**src/rtl/quad_pkg.sv**
```systemverilog
// Shared definitions for the quadrature step decoder.
package quad_pkg;

  typedef enum logic [1:0] {
    INIT0 = 2'd0,
    INIT1 = 2'd1,
    RUN   = 2'd2
  } quad_state_e;

  // Direction encoding shared with the counter's inc_dec input
  localparam logic DIR_INC = 1'b0;
  localparam logic DIR_DEC = 1'b1;

  // Legal range of the glitch filter length
  localparam int unsigned FILT_LEN_MIN = 1;
  localparam int unsigned FILT_LEN_MAX = 15;
  localparam int unsigned FILT_CNT_W   = 4;

  // Position of an {a,b} phase pair along the forward Gray sequence 00,01,11,10
  function automatic logic [1:0] phase_idx(input logic [1:0] ab);
    logic [1:0] idx;
    case (ab)
      2'b00:   idx = 2'd0;
      2'b01:   idx = 2'd1;
      2'b11:   idx = 2'd2;
      default: idx = 2'd3;
    endcase
    return idx;
  endfunction

endpackage

```
**src/rtl/quad_input_filter.sv**
```systemverilog
// Two-flop synchronizer followed by a stability filter for one encoder phase.
module quad_input_filter
  import quad_pkg::*;
#(
  parameter int unsigned FILT_LEN = 3
) (
  input  logic aclk,
  input  logic aresetn,
  input  logic din,
  input  logic load,
  output logic sync_next,
  output logic level
);

  localparam logic [FILT_CNT_W-1:0] FILT_LEN_C = FILT_CNT_W'(FILT_LEN);

  logic                  sync1_q, sync1_d;
  logic                  sync2_q, sync2_d;
  logic                  lvl_q, lvl_d;
  logic [FILT_CNT_W-1:0] cnt_q, cnt_d;
  logic [FILT_CNT_W-1:0] cnt_inc;

  // Synchronize, then accept a new level only after FILT_LEN differing samples
  always_comb begin
    sync1_d = din;
    sync2_d = sync1_q;
    lvl_d   = lvl_q;
    cnt_d   = '0;
    cnt_inc = cnt_q + FILT_CNT_W'(1);
    if (load) begin
      // sync1_q is what the second stage captures on this edge, so the
      // filtered level and the sync output agree right after loading
      lvl_d = sync1_q;
    end else if (sync2_q != lvl_q) begin
      if (cnt_inc == FILT_LEN_C) begin
        lvl_d = sync2_q;
      end else begin
        cnt_d = cnt_inc;
      end
    end
  end

  // Synchronizer, filter counter and filtered level registers
  always_ff @(posedge aclk or negedge aresetn) begin
    if (!aresetn) begin
      sync1_q <= 1'b0;
      sync2_q <= 1'b0;
      lvl_q   <= 1'b0;
      cnt_q   <= '0;
    end else begin
      sync1_q <= sync1_d;
      sync2_q <= sync2_d;
      lvl_q   <= lvl_d;
      cnt_q   <= cnt_d;
    end
  end

  assign sync_next = sync1_q;
  assign level     = lvl_q;

endmodule

```
**src/rtl/quad_step_decoder.sv**
```systemverilog
// Quadrature A/B decoder: step strobe + direction for the up/down counter,
// local preloadable position register and sticky illegal-transition flag.
module quad_step_decoder
  import quad_pkg::*;
#(
  parameter int unsigned FILT_LEN = 3,
  parameter int unsigned POS_W    = 8
) (
  input  logic             aclk,
  input  logic             aresetn,
  input  logic             qa,
  input  logic             qb,
  input  logic             clr,
  input  logic             preload_en,
  input  logic [POS_W-1:0] preload_value,
  input  logic             err_clr,
  output logic             step_en,
  output logic             step_dir,
  output logic [POS_W-1:0] position,
  output logic             phase_err
);

  quad_state_e      state_q, state_d;
  logic [1:0]       prev_ab_q, prev_ab_d;
  logic             step_en_q, step_en_d;
  logic             step_dir_q, step_dir_d;
  logic [POS_W-1:0] position_q, position_d;
  logic             phase_err_q, phase_err_d;

  logic             a_lvl, b_lvl, a_next, b_next;
  logic             filt_load;
  logic [1:0]       cur_ab;
  logic [1:0]       delta;
  logic             run, fwd, rev, illegal;

  assign filt_load = (state_q == INIT1);

  quad_input_filter #(.FILT_LEN(FILT_LEN)) u_filt_a (
    .aclk      (aclk),
    .aresetn   (aresetn),
    .din       (qa),
    .load      (filt_load),
    .sync_next (a_next),
    .level     (a_lvl)
  );

  quad_input_filter #(.FILT_LEN(FILT_LEN)) u_filt_b (
    .aclk      (aclk),
    .aresetn   (aresetn),
    .din       (qb),
    .load      (filt_load),
    .sync_next (b_next),
    .level     (b_lvl)
  );

  assign cur_ab = {a_lvl, b_lvl};

  // Start-up sequencing: two settle cycles, then decode until reset
  always_comb begin
    state_d = state_q;
    case (state_q)
      INIT0:   state_d = INIT1;
      INIT1:   state_d = RUN;
      default: state_d = RUN;
    endcase
  end

  // Classify the filtered phase change and compute next outputs/position
  always_comb begin
    run     = (state_q == RUN);
    delta   = phase_idx(cur_ab) - phase_idx(prev_ab_q);
    fwd     = run && (delta == 2'd1);
    rev     = run && (delta == 2'd3);
    illegal = run && (delta == 2'd2);

    // Previous state is seeded with the same value the filters load
    prev_ab_d = filt_load ? {a_next, b_next} : cur_ab;

    step_en_d  = fwd | rev;
    step_dir_d = step_dir_q;
    if (fwd) begin
      step_dir_d = DIR_INC;
    end else if (rev) begin
      step_dir_d = DIR_DEC;
    end

    phase_err_d = phase_err_q;
    if (illegal) begin
      phase_err_d = 1'b1;
    end else if (err_clr) begin
      phase_err_d = 1'b0;
    end

    position_d = position_q;
    if (clr) begin
      position_d = '0;
    end else if (preload_en) begin
      position_d = preload_value;
    end else if (fwd) begin
      position_d = position_q + POS_W'(1);
    end else if (rev) begin
      position_d = position_q - POS_W'(1);
    end
  end

  // State and output registers
  always_ff @(posedge aclk or negedge aresetn) begin
    if (!aresetn) begin
      state_q     <= INIT0;
      prev_ab_q   <= '0;
      step_en_q   <= 1'b0;
      step_dir_q  <= 1'b0;
      position_q  <= '0;
      phase_err_q <= 1'b0;
    end else begin
      state_q     <= state_d;
      prev_ab_q   <= prev_ab_d;
      step_en_q   <= step_en_d;
      step_dir_q  <= step_dir_d;
      position_q  <= position_d;
      phase_err_q <= phase_err_d;
    end
  end

  assign step_en   = step_en_q;
  assign step_dir  = step_dir_q;
  assign position  = position_q;
  assign phase_err = phase_err_q;

endmodule

```
**config.mk**
```make
export PLATFORM = sky130hd
export DESIGN_NAME = quad_step_decoder
export DESIGN_NICKNAME = d
export VERILOG_FILES = /design/src/rtl/quad_pkg.sv /design/src/rtl/quad_input_filter.sv /design/src/rtl/quad_step_decoder.sv
export SDC_FILE = /design/constraint.sdc
export NUM_CORES = 1
export LEC_CHECK = 0
export BUFFER_PORTS_ARGS = -buffer_cell sky130_fd_sc_hd__buf_2
export CORE_ASPECT_RATIO = 1.2
export CORE_MARGIN = 2
export CORE_UTILIZATION = 60
export CTS_CLUSTER_DIAMETER = 40
export CTS_CLUSTER_SIZE = 12
export DETAILED_ROUTE_END_ITERATION = 8
export PLACE_DENSITY = 0.83
export REMOVE_ABC_BUFFERS = 1
export SYNTH_ARGS = -nofsm -noshare
export SYNTH_HDL_FRONTEND = slang
export SYNTH_SLANG_ARGS = --single-unit
```
**constraint.sdc**
```tcl
create_clock -name aclk -period 10.1 [get_ports aclk]
set_clock_uncertainty 0.2 [all_clocks]
set_input_delay 1.01 -clock aclk [delete_from_list [all_inputs] [get_ports aclk]]
set_output_delay 1.01 -clock aclk [all_outputs]
set_load 0.005 [all_outputs]
```
-- Yosys cells after proc, flatten, opt, wreduce, memory -nomap -nowiden
Cells that the tools add are included.
- bitwise logic cells: 1
- equal/unequal tests: 13
- reductions and logical operators: 15
- multiplexer cells: 24
- add/subtract/negate cells: 5
- operator list (operator ; number):
    2-to-1 mux 8 bit ; 4
    2-to-1 mux 4 bit ; 6
    one-hot mux 2 bit (3 select lines) ; 2
    nonzero test 2 bit ; 6
    equality test 2 bit (second input constant) ; 5
    2-to-1 mux 1 bit ; 10
    adder 4 x 1 -> 4 bit (second input constant) ; 2
    adder 8 x 1 -> 8 bit (second input constant) ; 1
    equality test 2 x 1 -> 1 bit (second input constant) ; 4
    equality test 4 x 2 -> 1 bit (second input constant) ; 2
    subtractor 8 x 1 -> 8 bit (second input constant) ; 1
    logical NOT 2 bit ; 3
    2-to-1 mux 2 bit ; 2
    AND reduction 2 bit ; 2
    nonzero test 4 bit ; 1
    logical AND 1 bit ; 3
    != test 1 bit ; 2
    subtractor 2 bit ; 1
    OR 1 bit ; 1
- word-level logic and storage cells: 72
- output and inout bits: 11
- register bits after elaboration: 29
- input port bits: 15

-- Logic depth before layout (Yosys ltp)
- depth in word-level cells: 9
- depth in mapped cells: 15
- mapped depth without buffers: 13

-- Cells and area by module
From an unflattened synthesis, not the netlist that was laid out.
- cell total of the unflattened synthesis: 173
- area, all modules: 1803.0 µm²
- by module, submodules not included (module ; cells each ; area an instance (µm²) ; instances ; seq. area each (µm²)):
    quad_step_decoder ; 113 ; 1097.3 ; 1 ; 375.4
    quad_input_filter ; 30 ; 352.8 ; 2 ; 175.2

-- Least setup slack after synthesis
OpenSTA, ideal clock, no wires.
- kind: flip-flop to flip-flop
- start point: register u_filt_a.lvl_q (netlist: u_filt_a.level)
- end point: register position_q[4] (netlist: position[4])
- slack: 6.747 ns
- stages on the path, launching flop included: 14
- clock period less this slack: 3.353 ns
- required time: 9.801 ns
- library setup time: 0.099 ns
- arrival time: 3.053 ns
- cell sequence: dfrtp_1 ha_1 ha_1 or3b_1 buf_6 clkinv_8 buf_12 nand2_1 fa_1 a21o_1 a21oi_1 xnor2_1 nand2_1 a311oi_1
- word-level cells in the longest chain between the ends: 8
- ends and longest elaborated chain (what ; RTL line ; RTL):
    start: declaration ; quad_input_filter.sv:19 ; logic lvl_q, lvl_d;
    start signal: assignment ; quad_input_filter.sv:53 ; lvl_q <= lvl_d;
    equality test 2 bit (tied with other cells) ; quad_pkg.sv:22 ; case (ab)
    one-hot mux 2 bit (3 select lines) (*) ; quad_pkg.sv:22 ;
    subtractor 2 bit (*) ; quad_step_decoder.sv:71 ; delta = phase_idx(cur_ab) - phase_idx(prev_ab_q);
    equality test 2 x 1 -> 1 bit ; quad_step_decoder.sv:72 ; fwd = run && (delta == 2'd1);
    logical AND 1 bit ; quad_step_decoder.sv:72 ;
    2-to-1 mux 8 bit ; quad_step_decoder.sv:99 ; end else if (fwd) begin
    2-to-1 mux 8 bit ; quad_step_decoder.sv:97 ; end else if (preload_en) begin
    2-to-1 mux 8 bit ; quad_step_decoder.sv:95 ; if (clr) begin
    end signal: assignment ; quad_step_decoder.sv:120 ; position_q <= position_d;
    end: declaration ; quad_step_decoder.sv:27 ; logic [POS_W-1:0] position_q, position_d;
Every way passes the cells marked *; elsewhere a longest branch is shown, timed or not.
A chain may end at the register's enable or synchronous reset.

-- Worst setup path after layout
- start point: register u_filt_b.lvl_q (netlist: u_filt_b.level)
- end point: register position_q[6] (netlist: position[6])
- word-level cells in the longest chain between the ends: 8
- ends and longest elaborated chain (what ; RTL line):
    start: declaration ; quad_input_filter.sv:19
    start signal: assignment ; quad_input_filter.sv:53
    equality test 2 bit (tied with other cells) ; quad_pkg.sv:22
    one-hot mux 2 bit (3 select lines) (*) ; quad_pkg.sv:22
    subtractor 2 bit (*) ; quad_step_decoder.sv:71
    equality test 2 x 1 -> 1 bit ; quad_step_decoder.sv:72
    logical AND 1 bit ; quad_step_decoder.sv:72
    2-to-1 mux 8 bit ; quad_step_decoder.sv:99
    2-to-1 mux 8 bit ; quad_step_decoder.sv:97
    2-to-1 mux 8 bit ; quad_step_decoder.sv:95
Marks and branches as above.

==> flow_summary.ini <==
[logic_synthesis]
ys_seq_elements = 29
ys_seq_area_share_pct = 42.3
synth_warnings = 0
synth-compound-area-share_pct = 13.8
synth_largest_area_cell = dfrtp_1
synth_adder_area_share_pct = 12.8
synth_edf_count = 0
synth_ff_type = dfrtp_1
synth_top_area_share_pct = 42.3
syn_inst = 172
synth_top_family_by_area = simple AND/OR/NAND/NOR gates
synth_xor_area_share_pct = 6.92
synthMuxAreaShare_pct = 1.75
synth_area_per_cell_um2 = 9.98
synth_area_leaders = dfrtp_1 42%, ha_1 12%, nand2_1 4.2%
ys_types = 44
yosys.area_share.simple_pct = 16.9
async_flop_share_pct = 100
syn_area_um2 = 1720

[finish]
area_delta_synth_final_pct = 11.5
drive_above_1_share_pct = 19.9
fin_nets = 232
diodes = 0

[global_routing]
grt-ovfl-total = 0
antenna_found_initial = 0
grt_pass1_vias = 1278
grt_usage_pct = 22.9
grt_max_degree = 30
grt_pass1_wl_um = 5580

[floorplanning]
initial_core_util_pct = 62.2
dieArea_um2 = 3310
core_area_um2 = 2760
io_pins = 26
die_h_um = 62.6
std_cell_rows = 21
die_x_um = 52.8

[worst_setup_path]
worstReg2RegEnd = position[6]$_DFFE_PN0P_
crit_required_ps = 10130
critPathLaunchType = flop
r2r_slack_ps = 6430
cp_slowest_cell = or3b_1
crit_chain = inv_1, ha_1, ha_1, or3b_1, clkinv_8, nand2_1, fa_1, a21o_1, a21oi_1, a21oi_1, mux2i_1, o41ai_2
max_stage_delay_ps = 570
path_class = reg -> reg
r2r_start = u_filt_b.level$_DFFE_PN0P_
reg2regPathDepth = 12
end_kind = flop
worstPathArrival_ps = 3710
cp_max_fo = 14

[placement]
place_congestion = 0.828
dp_hpwl_um = 2300
io_buffers = 25

[routing]
drcViolationCount = 0
drt_pass1_iterations = 4
drt-initial-drc-count = 45
wl_per_cell_um = 13.4
viasPerCell = 5.58
ant_nets = 0
vias = 1312
routed_wl_um = 3150

[timing]
setup_viol = 0
report.final.slew_viol_count = 0
max_slew_margin_pct = 58.3
setup-tns-final_ps = 0
min_period_over_period_pct = 36.3
fin_crit_ps = 3670
tightest_slew_ps = 625
rsz0062_at_grt = no
fmax_mhz = 272
hold_violations = 0

[cts]
htree_levels = 2
clk_latency_ps = 330
hold_buffers = 0
clk_pin_slew_ps = 100
cts_post_setup_buffers_inserted = 0
cts_tree = built
cts_buffers = 5
cts_resized = 0
root_buffer = clkbuf_4
clock-sinks = 29
cts_buffer_depth = 2

[hold_path]
holdPathStages = 0
min_to = u_filt_b.sync2_q$_DFF_PN0_
holdCritPathClass = reg -> reg
hold_start = u_filt_b.sync_next$_DFF_PN0_

[run]
cap_violations = 0

[outcome]
outcome = complete, no violations
-- state kept, by name (all words and copies together), names as in the netlist, 2 cells and up --
| name | cells |
|---|---|
| position | 8 |
| u_filt_a.cnt_q | 4 |
| u_filt_b.cnt_q | 4 |
| prev_ab_q | 2 |
| state_q | 2 |
-- worst max-delay path, delay by kind of cell (launching register included) --
| family | cells | cell delay (ps) |
|---|---|---|
| buffers and inverters | 2 | 230 |
| multiplexers | 1 | 140 |
| AO/OA/AOI/OAI | 4 | 720 |
| AND/OR/NAND/NOR | 2 | 810 |
| adder cells (fa/ha/maj) | 3 | 1060 |
| flip-flops | 1 | 420 |
-- stage by stage --
stage                     hold WS [ps]  instances  area (µm²)  worst slack, ps  util, %
after floorplan                    154        168        1680             6740        -
after global placement             177        227        1840             6590     66.8
after detailed placement           166        227        1840             6450     66.8
after CTS                          189        235        1910             6440     69.4
after global routing               212        235        1910             6170     69.4
final                              186        235        1910             6430     69.4
-- how the worst max path moves through the flow --
stage	from	endpoint	slack, ps	depth (start not counted)
after floorplan	u_filt_a.level$_DFFE_PN0P_	position[4]$_DFFE_PN0P_	6740	11
after global placement	u_filt_a.level$_DFFE_PN0P_	position[4]$_DFFE_PN0P_	6590	11
after detailed placement	u_filt_b.level$_DFFE_PN0P_	position[4]$_DFFE_PN0P_	6450	12
after CTS	u_filt_b.level$_DFFE_PN0P_	position[6]$_DFFE_PN0P_	6440	12
after global routing	u_filt_b.level$_DFFE_PN0P_	position[6]$_DFFE_PN0P_	6170	12
final	u_filt_b.level$_DFFE_PN0P_	position[6]$_DFFE_PN0P_	6430	12
-- layer usage --
metal / global-route usage, % / wire (µm) / vias up
met5: 0 / 0 / -
met4: 7.05 / 51 / 0
met3: 6.46 / 130 / 7
met2: 37.5 / 1600 / 34
met1: 28.7 / 1370 / 626
li1: - / - / 645
-- cell families (layout without fill, tap and decap cells) --
| logic type | count (synthesis) | in the layout |
|---|---|---|
| AND/OR/NAND/NOR | 60 | 60 |
| AO/OA/AOI/OAI | 36 | 36 |
| flip-flops | 29 | 29 |
| adder cells (fa/ha/maj) | 17 | 17 |
| buffers and inverters | 15 | 44 |
| XOR/XNOR | 12 | 12 |
| multiplexers | 3 | 3 |
-- Yosys cell counts, drive strengths merged (2+ instances only) --
master	count
a21boi	3
a21o	2
a21oi	11
and3b	2
buf	3
dfrtp	29
ha	16
inv	10
mux2i	3
nand2	19
nand3	5
nand3b	2
nor2	17
nor3	4
nor3b	2
o21ai	10
or2	4
xnor2	7
xor2	4
-- cell type report --
cell class | count | area, µm²
repair buffers | 25 | 125
multi-input cells | 128 | 897
clock inverters | 1 | 5.00
fillers | 216 | 845
well taps | 34 | 42.5
clock buffers | 7 | 65.1
flip-flops and latches | 29 | 726
inverters | 11 | 53.8
-- cell usage in the layout, fill, tap and decap left out, types with 3 or more instances in the layout --
master and count:
a21oi_1 11, buf_2 25, clkbuf_4 5, dfrtp_1 29
ha_1 16, inv_1 10, mux2i_1 3, nand2_1 19
nand3_1 5, nor2_1 16, nor3_1 4, o21ai_0 9
xnor2_1 7, xor2_1 4
Power is left out: the tool's default activity adds up to more than one toggle a clock period on the data nets, which glitch-free logic cannot reach.
